**config.mk**
```make
export PLATFORM = sky130hd
export DESIGN_NAME = jt49_mave_arb
export DESIGN_NICKNAME = d
export VERILOG_FILES = /design/src/rtl/jt49_mave_arb.sv
export SDC_FILE = /design/constraint.sdc
export NUM_CORES = 1
export LEC_CHECK = 0
export ABC_AREA = 1
export BUFFER_PORTS_ARGS = -buffer_cell sky130_fd_sc_hd__clkbuf_2
export CAP_MARGIN = 20
export CORE_MARGIN = 2
export CORE_UTILIZATION = 57
export CTS_CLUSTER_DIAMETER = 80
export CTS_CLUSTER_SIZE = 16
export DETAILED_ROUTE_END_ITERATION = 12
export GPL_ROUTABILITY_DRIVEN = 1
export GPL_TIMING_DRIVEN = 0
export PLACE_DENSITY = 0.84
export SETUP_SLACK_MARGIN = 0.4
export SLEW_MARGIN = 20
export SYNTH_ARGS = -nofsm -noshare
export SYNTH_HDL_FRONTEND = slang
export SYNTH_SLANG_ARGS = --single-unit
```
**constraint.sdc**
```tcl
create_clock -name clk -period 3.75 [get_ports clk]
set_input_delay 0.375 -clock clk [delete_from_list [all_inputs] [get_ports clk]]
set_output_delay 0.375 -clock clk [all_outputs]
set_load 0.02 [all_outputs]
```
**src/rtl/jt49_mave_arb.sv**
```systemverilog
// Shared moving-average engine: round-robin arbitration of NCH sample streams through one
// delay RAM and per-channel running sums; each result is the floor mean of the last 2^DEPTH samples.
module jt49_mave_arb #(
    parameter int unsigned NCH   = 3,
    parameter int unsigned DW    = 8,
    parameter int unsigned DEPTH = 4
) (
    input  logic                     clk,
    input  logic                     rst,
    input  logic [NCH-1:0]           i_in_valid,
    input  logic [NCH*DW-1:0]        i_in_data,
    output logic [NCH-1:0]           o_in_ready,
    input  logic                     i_flush,
    output logic                     o_busy_clr,
    output logic                     o_out_valid,
    output logic [$clog2(NCH)-1:0]   o_out_ch,
    output logic [DW-1:0]            o_out_data
);

    localparam int unsigned CW     = $clog2(NCH);
    localparam int unsigned AW     = CW + DEPTH;
    localparam int unsigned SW     = DW + DEPTH;
    localparam int unsigned NWORDS = NCH << DEPTH;
    localparam logic [AW-1:0] LAST_ADDR = AW'(NWORDS - 1);
    localparam logic [CW-1:0] LAST_CH   = CW'(NCH - 1);

    localparam logic [1:0] S_CLEAR = 2'd0;
    localparam logic [1:0] S_IDLE  = 2'd1;
    localparam logic [1:0] S_RD    = 2'd2;
    localparam logic [1:0] S_UPD   = 2'd3;

    logic [1:0]     r_state;
    logic [AW-1:0]  r_clr_cnt;
    logic [CW-1:0]  r_last;
    logic [CW-1:0]  r_ch;
    logic [DW-1:0]  r_din;
    logic [DW-1:0]  r_old;
    logic [AW-1:0]  r_addr;
    logic [SW-1:0]  r_sum [NCH];
    logic [DEPTH-1:0] r_ptr [NCH];
    logic [DW-1:0]  r_ram [NWORDS];

    logic [DW-1:0]  w_data [NCH];
    logic           w_gnt_any;
    logic [CW-1:0]  w_gnt_ch;
    logic [CW-1:0]  w_idx;
    logic [SW-1:0]  w_new_sum;
    logic           w_we;
    logic [AW-1:0]  w_waddr;
    logic [DW-1:0]  w_wdata;

    for (genvar g = 0; g < NCH; g++) begin : g_split
        assign w_data[g] = i_in_data[g*DW +: DW];
    end

    // Scan from the lowest priority upwards so the last hit is the channel after r_last.
    always_comb begin
        w_gnt_any = 1'b0;
        w_gnt_ch  = '0;
        w_idx     = '0;
        for (int k = NCH - 1; k >= 0; k--) begin
            w_idx = CW'((int'(r_last) + 1 + k) % int'(NCH));
            if (i_in_valid[w_idx]) begin
                w_gnt_any = 1'b1;
                w_gnt_ch  = w_idx;
            end
        end
    end

    always_comb begin
        o_in_ready = '0;
        if (r_state == S_IDLE && w_gnt_any && !rst) begin
            o_in_ready[w_gnt_ch] = 1'b1;
        end
    end

    assign o_busy_clr = (r_state == S_CLEAR);

    assign w_new_sum = r_sum[r_ch] + {{DEPTH{r_din[DW-1]}}, r_din}
                                   - {{DEPTH{r_old[DW-1]}}, r_old};

    always_comb begin
        w_we    = 1'b0;
        w_waddr = '0;
        w_wdata = '0;
        if (!rst) begin
            if (r_state == S_CLEAR) begin
                w_we    = 1'b1;
                w_waddr = r_clr_cnt;
            end else if (r_state == S_UPD && !i_flush) begin
                w_we    = 1'b1;
                w_waddr = {r_ch, r_ptr[r_ch]};
                w_wdata = r_din;
            end
        end
    end

    always_ff @(posedge clk) begin
        if (w_we) begin
            r_ram[w_waddr] <= w_wdata;
        end
    end

    always_ff @(posedge clk) begin
        if (rst) begin
            r_state     <= S_CLEAR;
            r_clr_cnt   <= '0;
            r_last      <= LAST_CH;
            r_ch        <= '0;
            r_din       <= '0;
            r_old       <= '0;
            r_addr      <= '0;
            o_out_valid <= 1'b0;
            o_out_ch    <= '0;
            o_out_data  <= '0;
            for (int i = 0; i < int'(NCH); i++) begin
                r_sum[i] <= '0;
                r_ptr[i] <= '0;
            end
        end else begin
            o_out_valid <= 1'b0;
            if (r_state != S_CLEAR && i_flush) begin
                // Drops any in-flight sample; nothing is committed.
                r_state   <= S_CLEAR;
                r_clr_cnt <= '0;
            end else begin
                case (r_state)
                    S_CLEAR: begin
                        for (int i = 0; i < int'(NCH); i++) begin
                            r_sum[i] <= '0;
                            r_ptr[i] <= '0;
                        end
                        r_clr_cnt <= r_clr_cnt + 1'b1;
                        if (r_clr_cnt == LAST_ADDR) begin
                            r_state <= S_IDLE;
                        end
                    end
                    S_IDLE: begin
                        if (w_gnt_any) begin
                            r_ch    <= w_gnt_ch;
                            r_din   <= w_data[w_gnt_ch];
                            r_addr  <= {w_gnt_ch, r_ptr[w_gnt_ch]};
                            r_state <= S_RD;
                        end
                    end
                    S_RD: begin
                        r_old   <= r_ram[r_addr];
                        r_state <= S_UPD;
                    end
                    S_UPD: begin
                        r_sum[r_ch] <= w_new_sum;
                        r_ptr[r_ch] <= r_ptr[r_ch] + 1'b1;
                        r_last      <= r_ch;
                        o_out_valid <= 1'b1;
                        o_out_ch    <= r_ch;
                        o_out_data  <= w_new_sum[SW-1:DEPTH];
                        r_state     <= S_IDLE;
                    end
                    default: r_state <= S_CLEAR;
                endcase
            end
        end
    end

endmodule
```
==> results.toml <==
[clocking]
clk_pin_slew_worst_paths_ns = 0.07
cts_made_buffers = 37
root_buffer = "clkbuf_16"
cts_tree = "done"
ctsHtreeMaxLevel = 2
cts_buffer_depth = 3
clkLatencyLatePin_ns = 0.56
cts.sinks = 492

[floorplanning]
row_count = 71
core_area_sq_um = 37600
die_w_um = 199
fp.dieH_um = 199
die_area_sq_um = 39700
start_util = 0.578
ios = 45

[placed_design]
gp_congestion = 1.00
dp_cells = 2625
dp_hpwl_mm = 45.0
placed_area_sq_um = 22900
numPortBuffers = 44

[global_route]
grt_overflow_total = 0
grt_pass1_vias = 16400
grt_first_pass_wirelength_mm = 95.2
antenna_found_initial = 0
grt.total_usage = 0.329
grt_max_degree = 18

[route]
drt_iter0_drc = 2564
wl_per_cell_um = 24.1
dr.pass1.iters = 7
antenna_left = 0
vias = 16800
route.detailed.drc = 0
via_per_inst = 6.27
wl_mm = 64.7

[timing]
final_max_slew_viol_count = 0
fmax_mhz = 306
finalSetupViolCount = 0
slew_headroom = 0.285
rsz0062_at_grt = "true"
clock_skew_ns = 0.0376
whs_ns = 0.123
fin_crit_ns = 3.27
fin_tns_setup_ns = 0
hold_viol_final = 0
finalCritPeriodShare = 0.872
tightest_slew_ns = 1.07

[min_path]
hold_depth = 5
hp-class = "in -> reg"

[synth]
synth_warnings = 0
synth_cells = 2038
netlist_area_sq_um = 21700
avgSynthCellArea_sq_um = 10.7
synth_seq_area_share = 0.660
yosys.cell_types.count = 39
synth_nets = 2100
synth_seq_cells = 492

[pwr]
p_leak_nw = 9.31
power.density_nw_per_um2 = 703
total_power_w = 0.0170
peakVddDrop_uv = 770

[cells_and_area]
syn_to_final_growth_pct = 11.3
final_cell_area_sq_um = 24200
final_cells = 2686
num_antenna_cells = 0
nNetsFinal = 2217
drive_gt1_frac = 0.117

[setup_path]
crit_path_start_kind = "flip-flop"
worst-endpoint-required_ns = 3.38
criticalPathCategory = "reg -> out"
cp_max_fo = 6
arrival_ns = 2.89
reg2reg_depth = 8
end_kind = "output port"

[outcome]
status = "completed"

[run]
cap_violations = 0
## critical path: stages, from the launching register on
cell and delay, ns:
dfxtp_2 0.42, inv_1 0.06, ha_1 0.36, inv_2 0.13
nand2_1 0.07, nand2_1 0.10, nand2_2 0.11, nand3_1 0.37
nand3_2 0.26, nor3_1 0.24, clkbuf_2 0.21
## synth_stat cells
library cell / number / area, sq um
o21ai_1: 48 / 240
nor2_4: 2 / 22.5
clkbuf_1: 36 / 135
nand3_1: 125 / 626
a21oi_2: 5 / 43.8
edfxtp_1: 448 / 13500
a211oi_1: 1 / 7.51
a21boi_2: 1 / 11.3
or2_2: 3 / 18.8
o21a_1: 1 / 7.51
buf_6: 15 / 169
nor2_2: 1 / 6.26
o211ai_2: 1 / 12.5
nor3_1: 12 / 60.1
inv_2: 11 / 41.3
buf_4: 13 / 97.6
a21o_1: 6 / 45.0
nor3b_2: 1 / 12.5
a21oi_1: 69 / 345
buf_12: 1 / 20.0
nand2_1: 276 / 1040
and2_1: 2 / 12.5
o21ai_0: 176 / 881
fa_1: 11 / 220
ha_1: 21 / 263
buf_2: 28 / 140
xor2_1: 6 / 52.6
a21boi_4: 1 / 18.8
nor3_2: 2 / 20.0
a32o_1: 11 / 110
nand4_1: 3 / 18.8
buf_1: 14 / 52.6
nand3_2: 2 / 20.0
nor2_1: 474 / 1780
inv_1: 112 / 420
dfxtp_1: 44 / 881
o211ai_1: 42 / 315
nand2_2: 8 / 50.1
xnor2_1: 5 / 43.8
## cells in the final DEF, fill, tap and decap left out, types with 28 or more instances in the layout
cell type / n
nand2_1: 274
clkbuf_2: 44
o21ai_1: 50
clkbuf_16: 38
dfxtp_1: 42
o21ai_0: 173
o211ai_1: 42
a21oi_1: 64
edfxtp_1: 448
nor2_1: 472
inv_1: 110
clkbuf_1: 50
buf_2: 28
nand3_1: 123
buf_4: 41
## worst paths after layout
| path | from | end | slack (ns) |
|---|---|---|---|
| min reg2reg | r_clr_cnt[5] | r_clr_cnt[5] | 0.50 |
| max reg2reg | r_state[0] | r_ram[0][4] | 0.53 |
| min | i_in_data[3] | r_din[3] | 0.12 |
| max | o_out_ch[0] | o_in_ready[0] | 0.48 |
## flip-flops by register name, indices dropped and copies added (netlist names), 4 cells and up, named ones only
signal and flops:
r_din 8, r_clr_cnt 6, r_addr 4, r_ram 384
r_sum 48, r_ptr 16, o_out_data 8, r_old 8
## kinds of logic after synthesis
kind of cell / Yosys count / synth area share
AO/OA/AOI/OAI: 362 / 0.0939
buffers and inverters: 230 / 0.0496
adder cells (fa/ha/maj): 32 / 0.0222
flip-flops: 492 / 0.660
XOR/XNOR: 11 / 0.00444
AND/OR/NAND/NOR: 911 / 0.170
## per-stage QoR
stage | utilization | setup WS [ns]
detailed placement | 0.609 | -0.285
floorplan | - | 0.00785
CTS | 0.640 | 0.430
global placement | 0.601 | -3.12
finish | 0.643 | 0.481
global route | 0.643 | 0.392
## power by group
part	leakage, nW	total, W	internal [W]	switching, W
sequential	5.02	0.00667	0.00649	0.000181
clock	0.508	0.00376	0.00189	0.00187
combinational	3.78	0.00654	0.00217	0.00437
total	9.31	0.0170	0.0106	0.00642
## routing by layer
layer,vias to the layer above,global-route usage,part of all wire
met3,295,0.0739,0.13
met1,7942,0.412,0.34
met4,2,0.191,0.066
met2,1389,0.528,0.46
li1,7221,-,-
met5,-,0,0.00043
## what timing repair did
item / in CTS / in global routing
gates resized for setup: 26 / 29
hold buffers: 0 / 0
endpoints found under the setup margin: 43 / 30
endpoints found under the hold margin: 0 / 0
pin swaps: 2 / 3
buffers inserted: 2 / 0
## final cells by class
class                           instances  area, sq um
Buffer                                107          672
Sequential cell                       492        14300
Multi-Input combinational cell       1316         6490
Clock inverter                          3         41.3
Inverter                              123          462
Clock buffer                           56         1020
Fill cell                            2743        13400
Tap cell                              511          639
Timing Repair Buffer                   78          498
No activity file was read; power rests on OpenSTA's default activity.
